$ cat src/rtl/q1_bit_packer_pkg.sv
// Package sta_pkg: shared types and default sizing for the q1 bit packer.
//   out_state_e : output register occupancy (EMPTY / FULL)
//   WORD_W_DEF  : default packed word width
//   CNT_W_DEF   : default drop counter width
package sta_pkg;

    typedef enum logic {EMPTY, FULL} out_state_e;

    localparam int WORD_W_DEF = 8;
    localparam int CNT_W_DEF  = 8;

endpackage

$ cat src/rtl/q1_bit_packer_sat_counter.sv
// Module sat_counter: up-counter that sticks at all-ones.
//   clk   : rising-edge clock
//   rst_n : asynchronous active-low reset, clears the count
//   inc   : count up by one this cycle (ignored once saturated)
//   cnt   : current count
module sat_counter #(
    parameter int W = 8
) (
    input  logic         clk,
    input  logic         rst_n,
    input  logic         inc,
    output logic [W-1:0] cnt
);

    logic [W-1:0] cnt_q, cnt_d;

    always_comb begin
        cnt_d = cnt_q;
        if (inc && (cnt_q != '1)) begin
            cnt_d = cnt_q + 1'b1;
        end
    end

    // NOTE: state flops use non-blocking assignment so every flop samples
    // pre-edge values, independent of block ordering.
    always_ff @(posedge clk or negedge rst_n) begin
        if (!rst_n) begin
            cnt_q <= '0;
        end else begin
            cnt_q <= cnt_d;
        end
    end

    assign cnt = cnt_q;

endmodule

$ cat src/rtl/q1_bit_packer.sv
// Module q1_bit_packer: packs qualified serial bits (LSB first) into words and
// presents them on a one-entry valid/ready output register.
//   clk, rst_n  : rising-edge clock, asynchronous active-low reset
//   bit_in      : serial data bit
//   bit_en      : bit_in is valid this cycle
//   flush       : emit the partial word now (a same-cycle bit is included)
//   word_data   : packed word, bit i = i-th bit received, unfilled bits 0
//   word_len    : number of valid bits in word_data (1..WORD_W)
//   word_valid  : output register holds a word
//   word_ready  : consumer takes the word this cycle
//   drop_cnt    : saturating count of words lost to backpressure
//   overflow    : sticky, at least one word was dropped
module q1_bit_packer
    import sta_pkg::*;
#(
    parameter int WORD_W = WORD_W_DEF,
    parameter int LEN_W  = 4,
    parameter int CNT_W  = CNT_W_DEF
) (
    input  logic              clk,
    input  logic              rst_n,
    input  logic              bit_in,
    input  logic              bit_en,
    input  logic              flush,
    output logic [WORD_W-1:0] word_data,
    output logic [LEN_W-1:0]  word_len,
    output logic              word_valid,
    input  logic              word_ready,
    output logic [CNT_W-1:0]  drop_cnt,
    output logic              overflow
);

    // Collector
    logic [WORD_W-1:0] sh_q, sh_d;
    logic [LEN_W-1:0]  bcnt_q, bcnt_d;
    logic [WORD_W-1:0] cand;
    logic [LEN_W-1:0]  len_new;
    logic              complete;

    // Output register
    out_state_e        state_q, state_d;
    logic [WORD_W-1:0] word_data_q, word_data_d;
    logic [LEN_W-1:0]  word_len_q, word_len_d;
    logic              overflow_q, overflow_d;
    logic              drop;

    // NOTE: every always_comb output gets a default before any branch, so no
    // path leaves a signal unassigned and no latch is inferred.
    always_comb begin
        // The shift register is cleared on each completion and filled in
        // order, so bits above bcnt are already zero: OR-ing the new bit in
        // yields the candidate with unfilled bits forced to 0.
        cand     = sh_q | ({{(WORD_W-1){1'b0}}, bit_in & bit_en} << bcnt_q);
        len_new  = bcnt_q + {{(LEN_W-1){1'b0}}, bit_en};
        complete = (bit_en && (bcnt_q == LEN_W'(WORD_W - 1)))
                 || (flush && ((bcnt_q != '0) || bit_en));

        sh_d   = sh_q;
        bcnt_d = bcnt_q;
        if (complete) begin
            sh_d   = '0;
            bcnt_d = '0;
        end else if (bit_en) begin
            sh_d   = cand;
            bcnt_d = len_new;
        end
    end

    always_comb begin
        state_d     = state_q;
        word_data_d = word_data_q;
        word_len_d  = word_len_q;
        overflow_d  = overflow_q;
        drop        = 1'b0;

        case (state_q)
            EMPTY: begin
                if (complete) begin
                    word_data_d = cand;
                    word_len_d  = len_new;
                    state_d     = FULL;
                end
            end
            FULL: begin
                if (word_ready) begin
                    // A same-cycle completion reloads behind the accepted word
                    // with no empty cycle in between.
                    if (complete) begin
                        word_data_d = cand;
                        word_len_d  = len_new;
                    end else begin
                        state_d = EMPTY;
                    end
                end else if (complete) begin
                    // Held word stays put; the new word is lost.
                    drop       = 1'b1;
                    overflow_d = 1'b1;
                end
            end
            default: state_d = EMPTY;
        endcase
    end

    always_ff @(posedge clk or negedge rst_n) begin
        if (!rst_n) begin
            sh_q        <= '0;
            bcnt_q      <= '0;
            state_q     <= EMPTY;
            word_data_q <= '0;
            word_len_q  <= '0;
            overflow_q  <= 1'b0;
        end else begin
            sh_q        <= sh_d;
            bcnt_q      <= bcnt_d;
            state_q     <= state_d;
            word_data_q <= word_data_d;
            word_len_q  <= word_len_d;
            overflow_q  <= overflow_d;
        end
    end

    sat_counter #(
        .W (CNT_W)
    ) u_drop_cnt (
        .clk   (clk),
        .rst_n (rst_n),
        .inc   (drop),
        .cnt   (drop_cnt)
    );

    assign word_data  = word_data_q;
    assign word_len   = word_len_q;
    assign word_valid = (state_q == FULL);
    assign overflow   = overflow_q;

endmodule
$ cat config.mk
export PLATFORM = sky130hd
export DESIGN_NAME = q1_bit_packer
export DESIGN_NICKNAME = d
export VERILOG_FILES = /design/src/rtl/q1_bit_packer_pkg.sv /design/src/rtl/q1_bit_packer_sat_counter.sv /design/src/rtl/q1_bit_packer.sv
export SDC_FILE = /design/constraint.sdc
export NUM_CORES = 1
export LEC_CHECK = 0
export ABC_AREA = 1
export BUFFER_PORTS_ARGS = -buffer_cell sky130_fd_sc_hd__buf_2
export CORE_ASPECT_RATIO = 0.7
export CORE_MARGIN = 2
export CORE_UTILIZATION = 51
export CTS_CLUSTER_DIAMETER = 80
export DETAILED_ROUTE_END_ITERATION = 12
export MAX_ROUTING_LAYER = met4
export PLACE_DENSITY_LB_ADDON = 0.1
export SYNTH_ARGS = -nofsm -noshare
export SYNTH_HDL_FRONTEND = slang
export SYNTH_SLANG_ARGS = --single-unit
$ cat constraint.sdc
create_clock -name clk -period 3.2 [get_ports clk]
set_input_delay 0.16 -clock clk [delete_from_list [all_inputs] [get_ports clk]]
set_output_delay 0.16 -clock clk [all_outputs]
set_load 0.01 [all_outputs]
# [After elaboration in Yosys (flattened, before gate mapping)]
# Cells that the tools add are included.
[op_classes] add_sub_neg=2 eq_ne=3 shift=1 n_mux=15 bitwise_logic=4 n_reduce_logical=8
[ops] op="$mux 8" count=4
[ops] op="$mux 4" count=4
[ops] op="$pmux 8 s2" count=1
[ops] op="$add 8x1->8 const B" count=1
[ops] op="$ne 8x8->1 const B" count=1
[ops] op="$or 8x8->8" count=1
[ops] op="$pmux 4 s2" count=1
[ops] op="$shl 1x4->8" count=1
[ops] op="$add 4x1->4" count=1
[ops] op="$eq 4x3->1 const B" count=1
[ops] op="$mux 1" count=4
[ops] op="$reduce_bool 4->1" count=1
[ops] op="$logic_and 1x1->1" count=3
[ops] op="$reduce_and 3->1" count=1
[ops] op="$logic_or 1x1->1" count=2
[ops] op="$ne 2x2->1 const B" count=1
[ops] op="$not 1->1" count=2
[ops] op="$pmux 1 s2" count=1
[ops] op="$reduce_bool 2->1" count=1
[ops] op="$and 1x1->1" count=1
[totals] reg_bits=34 word_cells=40

# [Depth between registers and ports, before layout]
[depth] word_depth=8 ltp_mapped=9 depth_no_buf=8

# [Hierarchy]
# From an unflattened synthesis, not the netlist that was laid out.
[unflattened] hier_cells=203 area_unflattened_um2=1699.1
[by_module_without_submodules] module="q1_bit_packer" instances=1 cells_each=140 area_per_inst_um2=1216.2 seq_area_each_um2=650.6
[by_module_without_submodules] module="sat_counter" instances=1 cells_each=63 area_per_inst_um2=483.0 seq_area_each_um2=200.2

# [Worst setup path after synthesis]
# No wires, ideal clock.
[synth_timing] path_type="reg2reg" from="reg u_drop_cnt.cnt_q[0], in the netlist u_drop_cnt.cnt[0]" to="reg u_drop_cnt.cnt_q[6], in the netlist u_drop_cnt.cnt[6]" setup_time_ns=0.119 t_arrival_ns=1.213 required_ns=3.081 slack_ns=1.869 stages_incl_launch_ff=8 n_path_buf=0 cell_sequence="dfrtp_1 -> ha_1 -> nand2_1 -> inv_1 -> nand4_4 -> nand3_2 -> nand2_1 -> nand2_1"
[synth_via] elab_chain_cells=2 word_cells_on_any_way=3 cone_classes="add/sub (1); eq/ne (1); reduce/logical (1)"
[synth_lines] item="start, declared" line="q1_bit_packer_sat_counter.sv:15" source="logic [W-1:0] cnt_q, cnt_d;"
[synth_lines] item="start signal, assigned" line="q1_bit_packer_sat_counter.sv:30" source="cnt_q <= cnt_d;"
[synth_lines] item="branches (longest 2 deep; another with $add 8x1->8)"
# Parallel ways; which one is timed is not known.
# A chain may end at the register's enable or synchronous reset.

# [Final worst setup path]
[layout_timing] from="reg bcnt_q[2]" to="reg word_data_q[0], in the netlist word_data[0]"
[layout_via] elab_chain_cells=7 word_cells_on_any_way=11 cone_classes="eq/ne (1); shift (1); mux (3); bitwise (1); reduce/logical (5)"
[layout_lines] item="start, declared" line="q1_bit_packer.sv:35" source="logic [LEN_W-1:0] bcnt_q, bcnt_d;"
[layout_lines] item="start signal, assigned" line="q1_bit_packer.sv:114" source="bcnt_q <= bcnt_d;"
[layout_lines] item="$reduce_bool 4->1" line="q1_bit_packer.sv:56" source="|| (flush && ((bcnt_q != '0) || bit_en));"
[layout_lines] item="$logic_or 1x1->1" line="q1_bit_packer.sv:56"
[layout_lines] item="$logic_and 1x1->1" line="q1_bit_packer.sv:56"
[layout_lines] item="$logic_or 1x1->1" line="q1_bit_packer.sv:56"
[layout_lines] item="$mux 8 (*)" line="q1_bit_packer.sv:78, q1_bit_packer.sv:88"
[layout_lines] item="$mux 8" line="q1_bit_packer.sv:85" source="if (word_ready) begin"
[layout_lines] item="$pmux 8 s2 (*)" line="q1_bit_packer.sv:76" source="case (state_q)"
[layout_lines] item="end signal, assigned" line="q1_bit_packer.sv:116" source="word_data_q <= word_data_d;"
[layout_lines] item="end, declared" line="q1_bit_packer.sv:42" source="logic [WORD_W-1:0] word_data_q, word_data_d;"
# Mark *: on every way between the ends. The rest lies on a longest branch, timed or not. The select of a mux whose other input is x is not followed.

==> out/metrics.yaml <==
status: "completed"
maxSlewHeadroom: 0.5125
routedWlPerCell_um: 12.72
globalplace.congestion: 0.8606
initial_core_util: 0.5342
drv_cap: 0
critPathKind: "register to register"
hold_class: "input pin to register"
dieArea_um2: 3780
nets: 228
syn_area_um2: 1682
clkSlewWorstSetupHoldPaths_ps: 70
holdWs_ps: 222.4
clock_sinks: 34
antenna_found_initial: 0
netlist.area_leader.share: 0.5060
grt_usage: 0.2118
maxSlewViolCount: 0
post_cts_resized: 0
crit_chain: "nor2_2 > nand3_1 > nand2_2 > nand2_4 > nand2_4 > nand2_1 > o21ai_2"
placed_cells: 249
fin_cells: 258
drc: 0
path_max_fanout: 27
numPortBuffers: 27
viasPerCell: 5.093
fin_crit_sh: 0.5050
h-tree-depth: 2
vias: 1314
worst_pin_slew_ps: 731.2
globalRouteOverflowTotal: 0
pre_cts_slack_ps: 1583
cp-start-kind: "register"
core_um2: 3148
grt_max_degree: 35
cts_tree: "built"
p_total_mw: 1.150
setup_tns_ps: 0
insertedDiodeCount: 0
grt_pass1_vias: 1252
fmax_ghz: 0.6188
slowest_stage: "dfrtp_1"
cts_buffers: 5
wl_mm: 3.283
cp-end-kind: "register"
clkLatencyLatePin_ps: 280
synthToLayoutAreaGrowth_pct: 15.40
p_per_area_nw_per_um2: 592.7
ant_nets: 0
syn_inst: 189
yosys.area.top_type: "dfrtp_1"
drtIter0Drc: 66
cp.arrival_ps: 1830
core.rowCount: 17
finalHoldViolCount: 0
cpPeakStageDelay_ps: 440
ctsLongestPathBuffers: 2
fin_skew_ps: 2.424
yosys_register_bits: 34
ys_seq_area_frac: 0.5060
die_w_um: 72.63
drive_gt1_frac: 0.2545
cp_top_family: "simple AND/OR/NAND/NOR gates"
netlist-cell-type-count: 23
synth.avg_cell_area_um2: 8.897
synth_area_leaders: "dfrtp_1 51%, nand2_1 11%, inv_1 4.5%, o21ai_2 4.2%, nor2_1 3.8%"
post_cts_buffers: 0
ios: 28
hpwl_mm: 2.286
crit_top_cell: "nand2_4"
cellLeakagePower_nw: 1.049
die_h_um: 52.04
setup_ws_ps: 1584
setup_viol: 0
crit_buf_inv: 0
firstDrtPassIters: 4
grt_pass1_wl_mm: 5.664
yosysWarnings: 0
period_minus_slack_ps: 1616
cp.required_ps: 3410
vdd_drop_max_mv: 0.3880
rsz0062_at_grt: "no"
cts_root_buf: "clkbuf_8"
syn_nets: 198
[placed cells by master, fill, tap and decap left out, types with 2 or more instances in the layout]
cell type and count:
inv_1 20, clkbuf_8 8, buf_2 27, nand2_4 2, xnor2_1 2, dfrtp_1 34
nand4_1 8, xor2_1 3, nand3_1 10, nor3_1 2, o21ai_2 8, a21oi_1 8
ha_1 3, nand2_1 51, nor2_1 17, nand2_2 6, o21bai_1 3, nor2_4 2
[worst reg2reg max path: stages (launching register included)]
cell and delay [ps]:
dfrtp_1 440, nor2_2 210, nand3_1 130, nand2_2 90, nand2_4 190, nand2_4 320
nand2_1 110, o21ai_2 70
[area by class of cell]
type	instances	area [µm²]
multi-input cells	130	711.9
fillers	283	1207
flip-flops and latches	34	850.8
clock buffers	8	110.1
inverters	20	75.07
repair buffers	28	145.1
well taps	38	47.55
[registers in the layout, indices dropped and copies added (netlist names)]
name            count
bcnt_q              4
overflow            1
sh_q                8
u_drop_cnt.cnt      8
word_data           8
word_len            4
word_valid          1
[layer usage]
| layer | GRT usage | vias to the layer above | share of wire |
|---|---|---|---|
| met3 | 0.08915 | 5 | 0.042 |
| met5 | - | - | 0 |
| met2 | 0.2803 | 34 | 0.41 |
| met4 | 0.08025 | 0 | 0.014 |
| li1 | - | 669 | - |
| met1 | 0.2873 | 606 | 0.53 |
[logic make-up (layout without fill, tap and decap cells)]
| kind of cell | Yosys count | after routing | share of synthesized area |
|---|---|---|---|
| fa+ha+maj | 3 | 3 | 0.02232 |
| compound gates | 20 | 20 | 0.08184 |
| xor+xnor | 5 | 5 | 0.02605 |
| simple gates | 102 | 102 | 0.2932 |
| flops | 34 | 34 | 0.5060 |
| buf+inv | 25 | 56 | 0.07068 |
[stage by stage]
| step | util | area (µm²) |
|---|---|---|
| after global placement | 0.5783 | 1821 |
| after global routing | 0.6165 | 1941 |
| after detailed placement | 0.5783 | 1821 |
| after floorplan | - | 1682 |
| after CTS | 0.6165 | 1941 |
| final | 0.6165 | 1941 |
[worst paths after layout]
path                             startpoint           endpoint  slack, ps  cells after the start
worst min register to register  word_len[3]        word_len[3]        470                      2
max in group asynchronous             rst_n  u_drop_cnt.cnt[1]       2260                      2
min in group asynchronous             rst_n       word_data[3]        470                      2
worst max register to register    bcnt_q[2]       word_data[0]       1580                      7
worst max-delay path              bcnt_q[2]       word_data[0]       1580                      7
worst min-delay path             word_ready  u_drop_cnt.cnt[7]        220                      4
[report_power, final]
part	switching [mW]	internal (mW)	total, mW
Combinational	0.158	0.0911	0.250
Sequential	0.0495	0.485	0.535
Clock	0.149	0.217	0.366
[cells in the mapped netlist]
cell type  number
buf_6           3
o21ai_2         8
nand2_4         2
nand2_2         6
nor2_2          1
o21bai_1        3
a21oi_1         8
nor2_1         17
inv_1          20
nor3_1          2
o21ai_0         1
xor2_1          3
nor2_4          2
dfrtp_1        34
nand3b_1        1
nand4_1         8
nand3_2         1
nand2_1        51
xnor2_1         2
nand3_1        10
buf_2           2
nand4_4         1
ha_1            3
[what timing repair did]
item	in CTS	in global routing
hold endpoints to repair	34	0
endpoints found under the setup margin	0	0
hold buffers	1	0
Note: power is estimated with default switching activity, not from simulation.
